### src/rtl/ln_stat_sched.sv
// Two-pass LayerNorm statistics sequencer: streams a vector into the mean unit,
// then streams mean-centred values into the variance unit and reports both.
module ln_stat_sched #(
   parameter int unsigned LEN     = 8,
   parameter int unsigned AW      = 3,
   parameter int unsigned VW      = 16,
   parameter int unsigned TIMEOUT = 64
) (
   input  logic              i_clk,
   input  logic              i_rst,
   input  logic              i_start,
   input  logic              i_abort,
   output logic              o_rd_en,
   output logic [AW-1:0]     o_rd_addr,
   input  logic [7:0]        i_rd_data,
   output logic              o_clr,
   output logic              o_ex_valid,
   output logic [7:0]        o_ex_x,
   input  logic              i_ex_done,
   input  logic [8:0]        i_ex,
   output logic              o_var_valid,
   output logic [9:0]        o_var_x,
   input  logic              i_var_done,
   input  logic [VW-1:0]     i_var,
   output logic              o_busy,
   output logic              o_done,
   output logic [8:0]        o_mean,
   output logic [VW-1:0]     o_var,
   output logic              o_err
);

   localparam int unsigned XW  = 8;
   localparam int unsigned MW  = 9;
   localparam int unsigned DW  = 10;
   localparam int unsigned WCW = $clog2(TIMEOUT + 1);

   localparam logic [AW-1:0]  LAST_ADDR = AW'(LEN - 1);
   localparam logic [WCW-1:0] WAIT_MAX  = WCW'(TIMEOUT - 1);

   typedef enum logic [2:0] {
      S_IDLE,
      S_EX_RD,
      S_EX_WAIT,
      S_VAR_RD,
      S_VAR_WAIT,
      S_DONE
   } state_t;

   state_t          state_q,     state_nxt;
   logic [AW-1:0]   addr_q,      addr_nxt;
   logic [WCW-1:0]  wcnt_q,      wcnt_nxt;
   logic            rd_en_q,     rd_en_nxt;
   logic            clr_q,       clr_nxt;
   logic            ex_valid_q,  ex_valid_nxt;
   logic            var_valid_q, var_valid_nxt;
   logic            busy_q,      busy_nxt;
   logic            done_q,      done_nxt;
   logic [MW-1:0]   mean_q,      mean_nxt;
   logic [VW-1:0]   var_q,       var_nxt;
   logic            err_q,       err_nxt;

   logic [DW-1:0]   elem_ext;
   logic [DW-1:0]   mean_ext;

   // Sequencing, wait timeout and abort handling
   always_comb begin
      state_nxt     = state_q;
      addr_nxt      = '0;
      wcnt_nxt      = '0;
      clr_nxt       = 1'b0;
      mean_nxt      = mean_q;
      var_nxt       = var_q;
      err_nxt       = err_q;
      ex_valid_nxt  = rd_en_q && (state_q == S_EX_RD);
      var_valid_nxt = rd_en_q && (state_q == S_VAR_RD);

      if ((state_q != S_IDLE) && i_abort) begin
         state_nxt     = S_IDLE;
         ex_valid_nxt  = 1'b0;
         var_valid_nxt = 1'b0;
      end else begin
         case (state_q)
            S_IDLE: begin
               if (i_start && !i_abort) begin
                  state_nxt = S_EX_RD;
                  err_nxt   = 1'b0;
                  clr_nxt   = 1'b1;
               end
            end
            S_EX_RD: begin
               if (addr_q == LAST_ADDR) begin
                  state_nxt = S_EX_WAIT;
               end else begin
                  addr_nxt = addr_q + AW'(1);
               end
            end
            S_EX_WAIT: begin
               // A done coinciding with the trailing element is premature
               if (i_ex_done && !ex_valid_q) begin
                  mean_nxt  = i_ex;
                  state_nxt = S_VAR_RD;
               end else if (wcnt_q == WAIT_MAX) begin
                  err_nxt   = 1'b1;
                  state_nxt = S_IDLE;
               end else begin
                  wcnt_nxt = wcnt_q + WCW'(1);
               end
            end
            S_VAR_RD: begin
               if (addr_q == LAST_ADDR) begin
                  state_nxt = S_VAR_WAIT;
               end else begin
                  addr_nxt = addr_q + AW'(1);
               end
            end
            S_VAR_WAIT: begin
               if (i_var_done && !var_valid_q) begin
                  var_nxt   = i_var;
                  state_nxt = S_DONE;
               end else if (wcnt_q == WAIT_MAX) begin
                  err_nxt   = 1'b1;
                  state_nxt = S_IDLE;
               end else begin
                  wcnt_nxt = wcnt_q + WCW'(1);
               end
            end
            S_DONE: begin
               state_nxt = S_IDLE;
            end
            default: begin
               state_nxt = S_IDLE;
            end
         endcase
      end

      rd_en_nxt = (state_nxt == S_EX_RD) || (state_nxt == S_VAR_RD);
      busy_nxt  = (state_nxt != S_IDLE);
      done_nxt  = (state_nxt == S_DONE);
   end

   // State and registered outputs
   always_ff @(posedge i_clk) begin
      if (i_rst) begin
         state_q     <= S_IDLE;
         addr_q      <= '0;
         wcnt_q      <= '0;
         rd_en_q     <= 1'b0;
         clr_q       <= 1'b0;
         ex_valid_q  <= 1'b0;
         var_valid_q <= 1'b0;
         busy_q      <= 1'b0;
         done_q      <= 1'b0;
         mean_q      <= '0;
         var_q       <= '0;
         err_q       <= 1'b0;
      end else begin
         state_q     <= state_nxt;
         addr_q      <= addr_nxt;
         wcnt_q      <= wcnt_nxt;
         rd_en_q     <= rd_en_nxt;
         clr_q       <= clr_nxt;
         ex_valid_q  <= ex_valid_nxt;
         var_valid_q <= var_valid_nxt;
         busy_q      <= busy_nxt;
         done_q      <= done_nxt;
         mean_q      <= mean_nxt;
         var_q       <= var_nxt;
         err_q       <= err_nxt;
      end
   end

   // Buffer data arrives one cycle after the read, so element paths are pass-through
   assign elem_ext = {{(DW - XW){i_rd_data[XW-1]}}, i_rd_data};
   assign mean_ext = {{(DW - MW){mean_q[MW-1]}}, mean_q};

   assign o_ex_x      = ex_valid_q  ? i_rd_data             : '0;
   assign o_var_x     = var_valid_q ? (elem_ext - mean_ext) : '0;

   assign o_rd_en     = rd_en_q;
   assign o_rd_addr   = addr_q;
   assign o_clr       = clr_q;
   assign o_ex_valid  = ex_valid_q;
   assign o_var_valid = var_valid_q;
   assign o_busy      = busy_q;
   assign o_done      = done_q;
   assign o_mean      = mean_q;
   assign o_var       = var_q;
   assign o_err       = err_q;

endmodule

### config.mk
export PLATFORM = sky130hd
export DESIGN_NAME = ln_stat_sched
export DESIGN_NICKNAME = d
export VERILOG_FILES = /design/src/rtl/ln_stat_sched.sv
export SDC_FILE = /design/constraint.sdc
export NUM_CORES = 1
export LEC_CHECK = 0
export ABC_AREA = 1
export ABC_CLOCK_PERIOD_IN_PS = 2500
export CAP_MARGIN = 30
export CORE_MARGIN = 1.5
export CORE_UTILIZATION = 45
export CTS_BUF_LIST = sky130_fd_sc_hd__clkbuf_16
export DETAILED_ROUTE_END_ITERATION = 8
export GPL_TIMING_DRIVEN = 0
export PLACE_DENSITY = 0.9
export SYNTH_ARGS = -nofsm -noshare
export SYNTH_HDL_FRONTEND = slang
export SYNTH_SLANG_ARGS = --single-unit
### constraint.sdc
create_clock -name i_clk -period 2.5 [get_ports i_clk]
set_clock_uncertainty 0.2 [all_clocks]
set_input_delay 0.5 -clock i_clk [delete_from_list [all_inputs] [get_ports i_clk]]
set_output_delay 0.5 -clock i_clk [all_outputs]
set_load 0.01 [all_outputs]
==> key figures <==
Status
  – Status: finished with violations
  – Failing checks: negative setup slack

Run
  – # Max-Cap Violations: 0

STA
  – Worst slew margin: 63.93%
  – Final Max Tran Viols: 0
  – Worst slew pin tran: 0.5410 ns
  – Fin crit period: 2.569 ns
  – Final hold vios: 0
  – Final setup margin: -0.06949 ns
  – Setup violations, final: 3
  – Final Cycle Share: 102.8%
  – Max Fclk: 389.2 MHz
  – Unrepaired setup endpoints after global routing: yes

Setup path
  – CP Buf/Inv Count: 3
  – CP peak stage delay: 0.31 ns
  – CP max stage cell: ha_4
  – Crit path cell chain: dlygate4sd2_1 -> ha_4 -> nand2_1 -> inv_1 -> nand3_2 -> a21oi_1 -> nor2_2 -> buf_2
  – Reg2reg start: wcnt_q[0]
  – Crit. End Element: output port
  – Critical R2R Capture: o_busy
  – WP data arrival: 1.87 ns
  – Critical path class: in -> out
  – Worst setup SP type: input pin
  – FF-to-FF path depth: 8
  – Crit Path Max Fanout: 4
  – Family with the most delay on the worst path: buffers and inverters
  – R2R Setup Slk: 0.79 ns
  – Worst path required time: 1.80 ns

Logic synthesis
  – Avg Cell Area, Syn: approximately 7.4 sq um
  – Seq cells post-synth: 45
  – Synth top area share: around 36%
  – Count leader, synth: nand2_1
  – Post-synth ARST share: 0%
  – Syn Inst Count: 335
  – Netlist cell types: 35
  – Number of synthesized flops with an enable pin: 0
  – Post-Syn Area: between 0.002 and 0.0025 sq mm
  – Post-Syn Nets: just under 400
  – Post-synth top flop: dfxtp_1
  – Post-synth top cells: nand2_1, inv_1, dfxtp_1
  – Sequential share of the synthesized area: 36.27%
  – Syn. warnings: 0
  – Synth area leaders: dfxtp_1, nand2_1, inv_1, ha_1, a21oi_1
  – Post-synth top area cell: dfxtp_1

GRT
  – Number of global-route vias before repair: 2,626
  – Total grt overflow: 0
  – Total GRT Usage: 24.35%
  – Largest net degree at the start of global routing: 16
  – First-pass GRT wire length: 11,790 um
  – Initial antenna violation count: 0

Clock network
  – CTS Buf Count: 5
  – CTS Root Cell: clkbuf_16
  – Max Buffers Root-to-Sink: 2
  – CTS tree: yes
  – Clock slew at reported path FFs: about 0.060 ns
  – H-tree depth: 2
  – Clock sinks: 45
  – Hold_buf cts: 0
  – Clock Latency Late Sink: 0.29 ns

Hold path
  – Worst Hold Depth: 2
  – Endpoint, Worst Hold: o_err
  – Worst Min Path Start: o_err
  – Worst Hold Class: reg -> reg

Placed design
  – Routability congestion estimate: approximately 0.93
  – IO buf count: 91
  – Pre-CTS WS: -0.9487 ns
  – Post-DP HPWL: 4838 um

Finish
  – Share of cells above drive strength 1: 25.57%
  – Multi-input gate area: 0.001536 sq mm
  – Fin util: 74.90%
  – FF+latch area: roughly 910 sq um
  – Filler cell count: 356
  – Final layout net count: 493
  – Antenna diodes: 0
  – Area Growth Syn to Fin: 56.98%

Pwr
  – Static Leak: 1.605 nW
  – Switching Fraction: 23.70%
  – Clk pwr share: 43.9%
  – PD cells: 440.0 mW/mm^2
  – VDD IR max: 0.3469 mV
  – Pint: 0.001309 W
  – Combinational Power Share: 13.8%
  – Psw: 0.0004065 W
  – Sequential share of power: 42.3%

Floorplan
  – Die X: 77.29 um
  – Core ar.: 0.005205 sq mm
  – Row cnt: 26
  – Initial Util: 47.72%
  – Ports: about 90
  – Die Y: slightly below 80 um
  – DIE AREA: 0.005974 sq mm

Routing
  – Initial DRC Count: 193
  – DRC Markers: 0
  – Post-detailed-routing wire length: 7807 um
  – Antenna Nets Post-Route: 0
  – 1st-pass router iterations: 5
  – Vias/cell: 5.271
  – Routed WL per cell: 15.25 um
  – DR vias: 2,699
cell families after synthesis:
logic type / after synthesis / share of synthesized area (%)
AND/OR/NAND/NOR: 155 / 31.13
buffers and inverters: 62 / 11.08
AO/OA/AOI/OAI: 58 / 13.95
flip-flops: 45 / 36.27
adder cells (fa/ha/maj): 13 / 6.851
XOR/XNOR: 2 / 0.7054
through the flow:
stage	cell area [sq um]	hold slack [ns]	TNS, ns	cells	power (W)
6_report	3899	0.2441	-0.1768	512	0.001715
5_1_grt	3899	0.2659	-0.5710	512	0.001777
4_1_cts	3784	0.2484	-0.03564	507	0.001694
3_5_place_dp	3482	0.2382	-6.617	496	0.0009294
3_3_place_gp	3482	0.2390	-6.448	496	0.0009256
2_1_floorplan	2484	0.2291	0	335	0.0008337
repair_timing:
item                       CTS  global route
pin swaps                   15            16
buffers inserted             3             5
setup endpoints to repair   10             8
resized for setup           66            34
routing by layer:
| metal | routed length, um | GRT usage [%] |
|---|---|---|
| met1 | 2865 | 27.61 |
| met5 | 0 | 0 |
| met2 | 3864 | 43.25 |
| met4 | 281 | 8.182 |
| met3 | 795 | 7.143 |
power by group through the flow:
| stage | clock network [W] | logic (W) | registers (W) |
|---|---|---|---|
| after floorplan | 0 | 0.0000885 | 0.000745 |
| after global placement | 0 | 0.000182 | 0.000743 |
| after detailed placement | 0 | 0.000186 | 0.000743 |
| after CTS | 0.000764 | 0.000203 | 0.000727 |
| after global routing | 0.000797 | 0.000254 | 0.000726 |
| final | 0.000752 | 0.000237 | 0.000726 |
how the worst max path moves through the flow:
stage / startpoint / to / slack (ns) / cells past startpoint
4_1_cts: i_rd_data[0] / o_var_x[6] / -0.04 / 12
5_1_grt: i_rd_data[5] / o_var_x[8] / -0.13 / 8
2_1_floorplan: i_rd_data[0] / o_var_x[6] / 0.12 / 9
3_5_place_dp: i_rd_data[0] / o_var_x[6] / -0.95 / 11
6_report: i_rd_data[5] / o_var_x[8] / -0.07 / 8
3_3_place_gp: i_rd_data[0] / o_var_x[6] / -0.91 / 11
tightest hold or removal path, delay by kind of cell, from the launching register on:
| kind | cells | cell delay (ns) |
|---|---|---|
| DFF | 1 | 0.31 |
| AOI/OAI and AO/OA | 1 | 0.05 |
| buffers and inverters | 1 | 0.04 |
state kept, by name (all words and copies together) (netlist names):
register / cells
state_q: 3
o_clr: 1
o_err: 1
wcnt_q: 7
o_mean: 9
o_rd_addr: 3
o_done: 1
o_rd_en: 1
o_var: 16
o_ex_valid: 1
o_busy: 1
o_var_valid: 1
cell type report:
cell class,count,share of cell area [%]
Multi-Input combinational cell,228,39.41
Clock buffer,5,3.209
Sequential cell,45,23.23
Buffer,10,2.054
Tap cell,70,2.246
Timing Repair Buffer,99,23.59
Clock inverter,3,1.187
Inverter,52,5.071
placed cells by master (no fill, tap or decap), types with 2 or more instances in the layout:
cell type	count
nor2_1	30
o21ai_0	10
a21oi_2	15
o21ai_1	3
nand2_4	5
a21oi_4	2
nand2_1	60
clkbuf_16	5
dfxtp_1	43
buf_6	4
clkdlybuf4s50_1	74
nand3_4	2
inv_2	3
a21oi_1	22
buf_2	9
nand3_2	14
nor3_1	2
clkbuf_2	5
nand2_2	8
nor2_2	6
nand4_1	4
clkdlybuf4s15_2	2
ha_1	4
nor2_4	3
nand3_1	18
buf_4	9
ha_4	8
dlygate4sd2_1	4
inv_1	48
No activity file was read; power rests on OpenSTA's default activity.
